===== src/rtl/lc3_pkg.sv =====
// Shared types and default sizes for the LC-3 memory arbiter slice.
package lc3_pkg;

  localparam int LC3_ADDR_W = 10;
  localparam int LC3_DATA_W = 16;

  typedef enum logic [1:0] {ARB_IDLE, ARB_ACCESS, ARB_DONE} arb_state_t;
  typedef enum logic       {REQ_CORE, REQ_CON} req_id_t;

endpackage


===== src/rtl/lc3_rr_pick.sv =====
// Two-way round-robin picker: a lone requester wins; on a tie the requester
// that did not win last time gets the grant.
module lc3_rr_pick
  import lc3_pkg::*;
(
  input  logic    core_req,
  input  logic    con_req,
  input  req_id_t last_grant,
  output logic    valid,
  output req_id_t winner
);

  // Tie-break flips away from the previous winner.
  always_comb begin
    valid  = core_req | con_req;
    winner = REQ_CORE;
    if (core_req && con_req)
      winner = (last_grant == REQ_CORE) ? REQ_CON : REQ_CORE;
    else if (con_req)
      winner = REQ_CON;
  end

endmodule


===== src/rtl/lc3_mem_arbiter.sv =====
// Arbitrates the single-port LC-3 main memory between the core and the console
// loader. One access per three cycles: IDLE (pick + register request),
// ACCESS (memory write / read capture), DONE (ack to the winner).
// Optional feature: define LC3_ARB_PERF_EN to add the perf_wait console stall counter.
module lc3_mem_arbiter
  import lc3_pkg::*;
#(
  parameter int ADDR_W = LC3_ADDR_W,
  parameter int DATA_W = LC3_DATA_W
) (
  input  logic              CLK,
  input  logic              RST,
  input  logic              core_req,
  input  logic              core_we,
  input  logic [ADDR_W-1:0] core_addr,
  input  logic [DATA_W-1:0] core_wdata,
  output logic              core_ack,
  input  logic              con_req,
  input  logic              con_we,
  input  logic [ADDR_W-1:0] con_addr,
  input  logic [DATA_W-1:0] con_wdata,
  output logic              con_ack,
  output logic [DATA_W-1:0] rd_data,
  output logic [ADDR_W-1:0] mem_a,
  output logic [DATA_W-1:0] mem_d,
  output logic              mem_we,
  input  logic [DATA_W-1:0] mem_spo,
  output logic              busy
`ifdef LC3_ARB_PERF_EN
  ,
  output logic [15:0]       perf_wait
`endif
);

  arb_state_t        state, state_nxt;
  req_id_t           grant, last_grant;
  logic              pick_vld;
  req_id_t           pick_win;
  logic              sel_we;
  logic [ADDR_W-1:0] sel_addr;
  logic [DATA_W-1:0] sel_wdata;

  lc3_rr_pick u_pick (
    .core_req   (core_req),
    .con_req    (con_req),
    .last_grant (last_grant),
    .valid      (pick_vld),
    .winner     (pick_win)
  );

  // Route the winning requester's command towards the memory registers.
  always_comb begin
    sel_we    = core_we;
    sel_addr  = core_addr;
    sel_wdata = core_wdata;
    if (pick_win == REQ_CON) begin
      sel_we    = con_we;
      sel_addr  = con_addr;
      sel_wdata = con_wdata;
    end
  end

  // Next-state logic; requests only matter in IDLE.
  always_comb begin
    state_nxt = state;
    case (state)
      ARB_IDLE:   if (pick_vld) state_nxt = ARB_ACCESS;
      ARB_ACCESS: state_nxt = ARB_DONE;
      ARB_DONE:   state_nxt = ARB_IDLE;
      default:    state_nxt = ARB_IDLE;
    endcase
  end

  // State, grant bookkeeping and the registered memory interface.
  always_ff @(posedge CLK or posedge RST) begin
    if (RST) begin
      state      <= ARB_IDLE;
      grant      <= REQ_CON;
      last_grant <= REQ_CON;
      mem_a      <= '0;
      mem_d      <= '0;
      mem_we     <= 1'b0;
      rd_data    <= '0;
    end else begin
      state <= state_nxt;
      case (state)
        ARB_IDLE: begin
          if (pick_vld) begin
            grant  <= pick_win;
            mem_a  <= sel_addr;
            mem_d  <= sel_wdata;
            mem_we <= sel_we;
          end
        end
        ARB_ACCESS: begin
          // The memory commits a write on this same edge; reads capture spo.
          mem_we <= 1'b0;
          if (!mem_we) rd_data <= mem_spo;
        end
        ARB_DONE: last_grant <= grant;
        default: ;
      endcase
    end
  end

  assign core_ack = (state == ARB_DONE) && (grant == REQ_CORE);
  assign con_ack  = (state == ARB_DONE) && (grant == REQ_CON);
  assign busy     = (state != ARB_IDLE);

`ifdef LC3_ARB_PERF_EN
  function automatic logic [15:0] sat_inc16(input logic [15:0] v);
    return (v == 16'hFFFF) ? v : v + 16'd1;
  endfunction

  // Count cycles the console is asking but not being acknowledged.
  always_ff @(posedge CLK or posedge RST) begin
    if (RST)                     perf_wait <= 16'd0;
    else if (con_req && !con_ack) perf_wait <= sat_inc16(perf_wait);
  end
`endif

endmodule


===== config.mk =====
export PLATFORM = sky130hd
export DESIGN_NAME = lc3_mem_arbiter
export DESIGN_NICKNAME = d
export VERILOG_FILES = /design/src/rtl/lc3_pkg.sv /design/src/rtl/lc3_rr_pick.sv /design/src/rtl/lc3_mem_arbiter.sv
export SDC_FILE = /design/constraint.sdc
export NUM_CORES = 1
export LEC_CHECK = 0
export CELL_PAD_IN_SITES_DETAIL_PLACEMENT = 1
export CELL_PAD_IN_SITES_GLOBAL_PLACEMENT = 2
export CORE_MARGIN = 3
export CORE_UTILIZATION = 20
export DETAILED_ROUTE_END_ITERATION = 8
export PLACE_DENSITY_LB_ADDON = 0.1
export SYNTH_ARGS = -nofsm -noshare
export SYNTH_HDL_FRONTEND = slang
export SYNTH_SLANG_ARGS = --single-unit

===== constraint.sdc =====
create_clock -name CLK -period 1.3 [get_ports CLK]
set_clock_uncertainty 0.05 [all_clocks]
set_input_delay 0.195 -clock CLK [delete_from_list [all_inputs] [get_ports CLK]]
set_output_delay 0.195 -clock CLK [all_outputs]
set_load 0.005 [all_outputs]

==> results.yml, run 1 <==
run_status:
  status: "finished with violations"
  violations: "setup timing"
worst_setup_path:
  cpPeakStageDelay_ps: 470
  crit_buf_inv: 1
  r2r-start: "state[1]"
  reg2reg_to: "rd_data[15]"
  endpoint_kind: "register"
  cpMostUsedCell: "nor2b_4"
  cp_max_fo: 10
  reg2regPathDepth: 4
  worstSetupPathDepth: 4
  critical_path.top_delay_family: "flip-flops"
  required_ps: 1440
  crit_start: "state[1]"
  path_class: "reg2reg"
  endpoint: "rd_data[15]"
  worstPathCellList: "nor2b_4 -> nor2b_4 -> buf_12 -> mux2_4"
  crit_arrival_ps: 1570
  ff2ff_setup_slack_ps: -130
  critPathLaunchType: "register"
  slowest_stage: "dfrtp_2"
pwr:
  leakagePower_nw: 1.712
  p_per_area_nw_per_um2: 2053
  ir_worst_vdd_mv: 0.8550
clock_tree:
  clk_pin_slew_ps: 90
  htree_num_levels: 2
  cts_buffers: 5
  clk_latency_ps: 300
  cts.sinks: 47
  cts-root-buf: "clkbuf_8"
  clockBufferDepth: 2
  cts_tree: "done"
cells_and_area:
  mostFrequentLayoutCell: "clkdlybuf4s50_1"
  antenna_cells: 0
  final_cell_mix: "73 x clkdlybuf4s50_1, 53 x a21oi_1, 44 x dfrtp_1"
  final_nets: 386
  area.growth.synth_to_final_pct: 83.89
  layout-drive-gt1-share_pct: 22.68
drt:
  drt_pre_antenna_iters: 4
  drtAntennaViolNets: 0
  vias: 1884
  drt_iter0_drc: 29
  via_per_inst: 4.224
  routed_wl_mm: 7.343
  wl_per_cell_um: 16.46
  drc: 0
timing:
  hold_violations: 0
  worst_pin_slew_ps: 251.6
  tns_ps: -4290
  grt_setup_unrepaired: "yes"
  relSlewSlack_pct: 83.22
  maxSlewViolCount: 0
  max_freq_mhz: 698.4
  finalCritPeriodShare_pct: 110.1
  setup_viol_count_final: 47
  setup_slack_ps: -131.8
  fin_crit_ps: 1432
placement:
  dpl_worst_slack_ps: -315.0
  hpwl_mm: 5.040
  io_buffers: 119
  gp_congestion: 0.6466
die:
  fp-row-count: 36
  io_pins: 120
  core_um2: 10000
  fp.dieW_um: 108.4
  die_h_um: 108.4
  die_area_um2: 11750
  start_util_pct: 20.97
logic_synthesis:
  yosysTopAreaCell: "dfrtp_1"
  synth_area_leaders: "dfrtp_1 54%, mux2i_1 13%, a21oi_1 13%"
  netlist-cell-type-count: 21
  synth_nets: 246
  synth_top_area_share_pct: 53.70
  syn_area_um2: 2097
  ys_seq_area_share_pct: 56.21
  ys_warn_count: 0
  netlist_instances: 172
  postSynthAreaPerCell_um2: 12.19
  synth-seq-cells: 47
global_route:
  grtUsageTotal_pct: 12.22
  antenna_found_initial: 0
  busiest_layer: "met2"
  groute.layer.met1.usage_pct: 14.62
  grt_max_degree: 26
  grt_pass1_vias: 2062
  grt_overflow: 0
  use_met2_pct: 20.83
  met3_usage_pct: 4.299
  grt_pass1_wl_mm: 11.03
run:
  cap_viol_max_count: 0
hold_path:
  hp-class: "in2async"
[logic make-up after synthesis]
logic type	Yosys count	synth area share, %
buf+inv	17	5.489
simple gates	8	2.506
compound gates	56	13.84
mux	44	21.96
flops	47	56.21
[worst min path at each step]
stage	startpoint	endpoint	slack, ps
finish	RST	state[0]	110
global route	RST	mem_we	100
CTS	RST	mem_we	110
detailed placement	rd_data[12]	rd_data[12]	440
global placement	RST	state[1]	440
floorplan	RST	mem_a[0]	170
[synthesized netlist by cell type (all sizes together)]
cell type / n
a21bo: 1
a21oi: 53
clkbuf: 3
nor2b: 2
mux2: 16
a211oi: 1
or2: 1
nand2b: 1
dfstp: 2
and2: 1
inv: 3
mux2i: 28
buf: 11
a21o: 1
dfrtp: 45
nor2: 3
[power breakdown]
part,internal [W],switching (W),leakage [nW]
sequential,0.00223,0.000426,0.531
combinational,0.00246,0.00171,1.12
clock,0.000573,0.000519,0.0581
total,0.00526,0.00265,1.71
[worst register-to-register path, stage by stage, from the launching register on]
cell and delay, ps:
dfrtp_2 470, nor2b_4 120, nor2b_4 210, buf_12 170, mux2_4 300
[metal layers]
layer / up-vias / wire length [um] / part of all wire [%]
met5: - / 0 / 0
met4: 0 / 42 / 0.57
met3: 5 / 682 / 9.3
met2: 84 / 3637 / 50
met1: 904 / 2979 / 41
li1: 891 / - / -
[through the flow]
stage | utilization (%) | power [W] | hold WS (ps) | instances | cell area, um^2
floorplan | - | 0.004505 | 167.6 | 172 | 2172
global placement | 35.80 | 0.006746 | 439.6 | 427 | 3580
detailed placement | 35.80 | 0.006788 | 442.2 | 427 | 3580
CTS | 37.88 | 0.007900 | 105.0 | 443 | 3787
global route | 38.56 | 0.008518 | 99.28 | 446 | 3856
finish | 38.56 | 0.007916 | 111.5 | 446 | 3856
[final cells by class]
cell class	instances	area [um^2]
clock buffer	5	68.82
fill	1120	6143
timing repair buffer	145	1441
sequential	47	1180
inverter	3	15.01
clock inverter	3	43.79
multi-input combinational	110	940.9
tap	133	166.4
[flip-flops by register name, indices dropped and copies added (netlist names)]
name	count
mem_a	10
last_grant	1
mem_d	16
grant	1
rd_data	16
mem_we	1
state	2
[timing repair]
action | in CTS | in global routing
hold buffers | 0 | 0
pin swaps | 4 | 7
gates resized for setup | 78 | 7
gates cloned | 3 | 1
buffers inserted | 5 | 2
endpoints found under the hold margin | 0 | 0
setup endpoints to repair | 91 | 47
No activity file was read; power rests on OpenSTA's default activity.
==> run 2, diff against run 1 <==
- SYNTH_HIERARCHICAL: unset -> 1
==> results.yml, run 2 <==
cells_and_area:
  final_nets: 400
  antenna_cells: 0
  fill_cells: 1075
  area.growth.synth_to_final_pct: 101.8
  layout-drive-gt1-share_pct: 37.61
  final_cell_mix: "72 x clkdlybuf4s50_1, 44 x dlygate4sd2_1, 44 x dfrtp_1"
  seqCellArea_um2: 1180
  reg_top3: "mem_d x16, rd_data x16, mem_a x10"
  mostFrequentLayoutCell: "clkdlybuf4s50_1"
  multi_input_area_um2: 1090
pwr:
  ir_worst_vdd_mv: 0.6848
  power.total_w: 0.009031
  p_per_area_nw_per_um2: 2144
  leakagePower_nw: 1.809
timing:
  fin_crit_ps: 1505
  max_freq_mhz: 664.4
  worst_pin_slew_ps: 310.7
  hold_violations: 0
  tns_ps: -8688
  finalCritPeriodShare_pct: 115.8
  maxSlewViolCount: 0
  setup_slack_ps: -205.2
  relSlewSlack_pct: 79.24
  grt_setup_unrepaired: "yes"
  setup_viol_count_final: 48
logic_synthesis:
  netlist-cell-type-count: 22
  synth_area_leaders: "dfrtp_1 54%, mux2i_1 12%, mux2_4 7.2%"
  async_reset_ff_share_pct: 100.0
  synth_nets: 244
  synth_top_area_share_pct: 53.96
  yosysTopAreaCell: "dfrtp_1"
  synth-seq-cells: 47
  ys_seq_area_share_pct: 56.47
  synth_edf_count: 0
  synth_common_cells: "45 x dfrtp_1, 28 x nor2_1, 26 x a21oi_1, 26 x mux2i_1, 10 x mux2_4"
  ys_warn_count: 6
  syn_area_um2: 2087
  post-synth-top-count-cell: "dfrtp_1"
  postSynthAreaPerCell_um2: 12.28
  ys.flop_type: "dfrtp_1"
  netlist_instances: 170
drt:
  routed_wl_mm: 7.648
  drc: 0
  wl_per_cell_um: 16.63
  vias: 1891
  drt_iter0_drc: 55
  drtAntennaViolNets: 0
  via_per_inst: 4.111
  drt_pre_antenna_iters: 2
die:
  die_area_um2: 11700
  fp.dieW_um: 108.2
  fp-row-count: 36
  start_util_pct: 20.97
  core_um2: 9955
  io_pins: 120
  die_h_um: 108.2
clock_tree:
  cts.sinks: 47
  cts_tree: "done"
  clk_latency_ps: 300
  clockBufferDepth: 2
  htree_num_levels: 2
  hold_buffers: 0
  clk_pin_slew_ps: 90
  cts_buffers: 5
  cts-root-buf: "clkbuf_8"
run_status:
  violations: "setup timing"
  status: "finished with violations"
worst_setup_path:
  crit_arrival_ps: 1640
  critPathLaunchType: "register"
  path_class: "reg2reg"
  cp_max_fo: 8
  required_ps: 1440
  ff2ff_setup_slack_ps: -210
  endpoint_kind: "register"
global_route:
  grt_overflow: 0
  grt_pass1_vias: 2065
  grtUsageTotal_pct: 13.08
  grt_pass1_wl_mm: 11.52
  grt_max_degree: 22
  antenna_found_initial: 0
placement:
  gp_congestion: 0.6341
  io_buffers: 119
  hpwl_mm: 4.750
hold_path:
  hp-class: "in2async"
run:
  cap_viol_max_count: 0
run 2: cells by family (layout without fill, tap and decap cells):
logic type,after synthesis,in the layout,share of synthesized area [%]
simple gates,37,37,8.693
mux,43,43,23.44
compound gates,30,30,7.434
buf+inv,13,170,3.957
flops,47,47,56.47
run 2: metal layers:
layer / wire length, um / global-route usage (%)
met3: 465 / 3.224
met4: 58 / 2.976
met2: 3862 / 22.69
met5: 0 / 0
met1: 3263 / 16.41
run 2: final timing paths:
path                                   from  cells past startpoint           to
worst max-delay path               state[0]                      7  rd_data[12]
worst min-delay path                    RST                      2     mem_a[8]
worst max register to register     state[0]                      7  rd_data[12]
worst min register to register  rd_data[11]                      1  rd_data[11]
max in group asynchronous               RST                      3    mem_d[11]
min in group CLK                 mem_spo[6]                      2   rd_data[6]
run 2: power breakdown:
part | total, W | internal (W) | leakage [nW] | switching [W]
logic | 0.00538 | 0.00323 | 1.23 | 0.00215
clock network | 0.000986 | 0.000487 | 0.0515 | 0.000499
registers | 0.00267 | 0.00222 | 0.531 | 0.000450
run 2: worst max-delay path, cell delays in order (launching register included):
cell      delay, ps
dfrtp_1         380
buf_6           110
buf_4            90
buf_6            90
nand2b_4         70
nor2_8          160
buf_12          150
mux2_4          300
run 2: cell type report:
class                   count  share of cell area (%)
clock buffers               8                   2.377
inverters                   3                  0.3565
multi-input cells         110                   25.88
flip-flops and latches     47                   28.02
well taps                 133                   3.951
repair buffers            159                   39.42
run 2: repair_timing:
item                                    CTS  global route
endpoints found under the setup margin   90            49
gates cloned                              7             1
pin swaps                                 3             3
buffers inserted                         20             4
resized for setup                       115            29
run 2: through the flow:
stage                     area (um^2)  hold slack, ps  cells  util, %  setup slack (ps)
after floorplan                  2101           167.6    170        -            -22.03
after global placement           3547           443.0    424    35.63            -360.1
after detailed placement         3547           448.1    424    35.63            -407.2
after CTS                        4118           161.1    458    41.37            -171.2
after global routing             4212           184.1    460    42.31            -308.8
final                            4212           160.0    460    42.31            -205.2
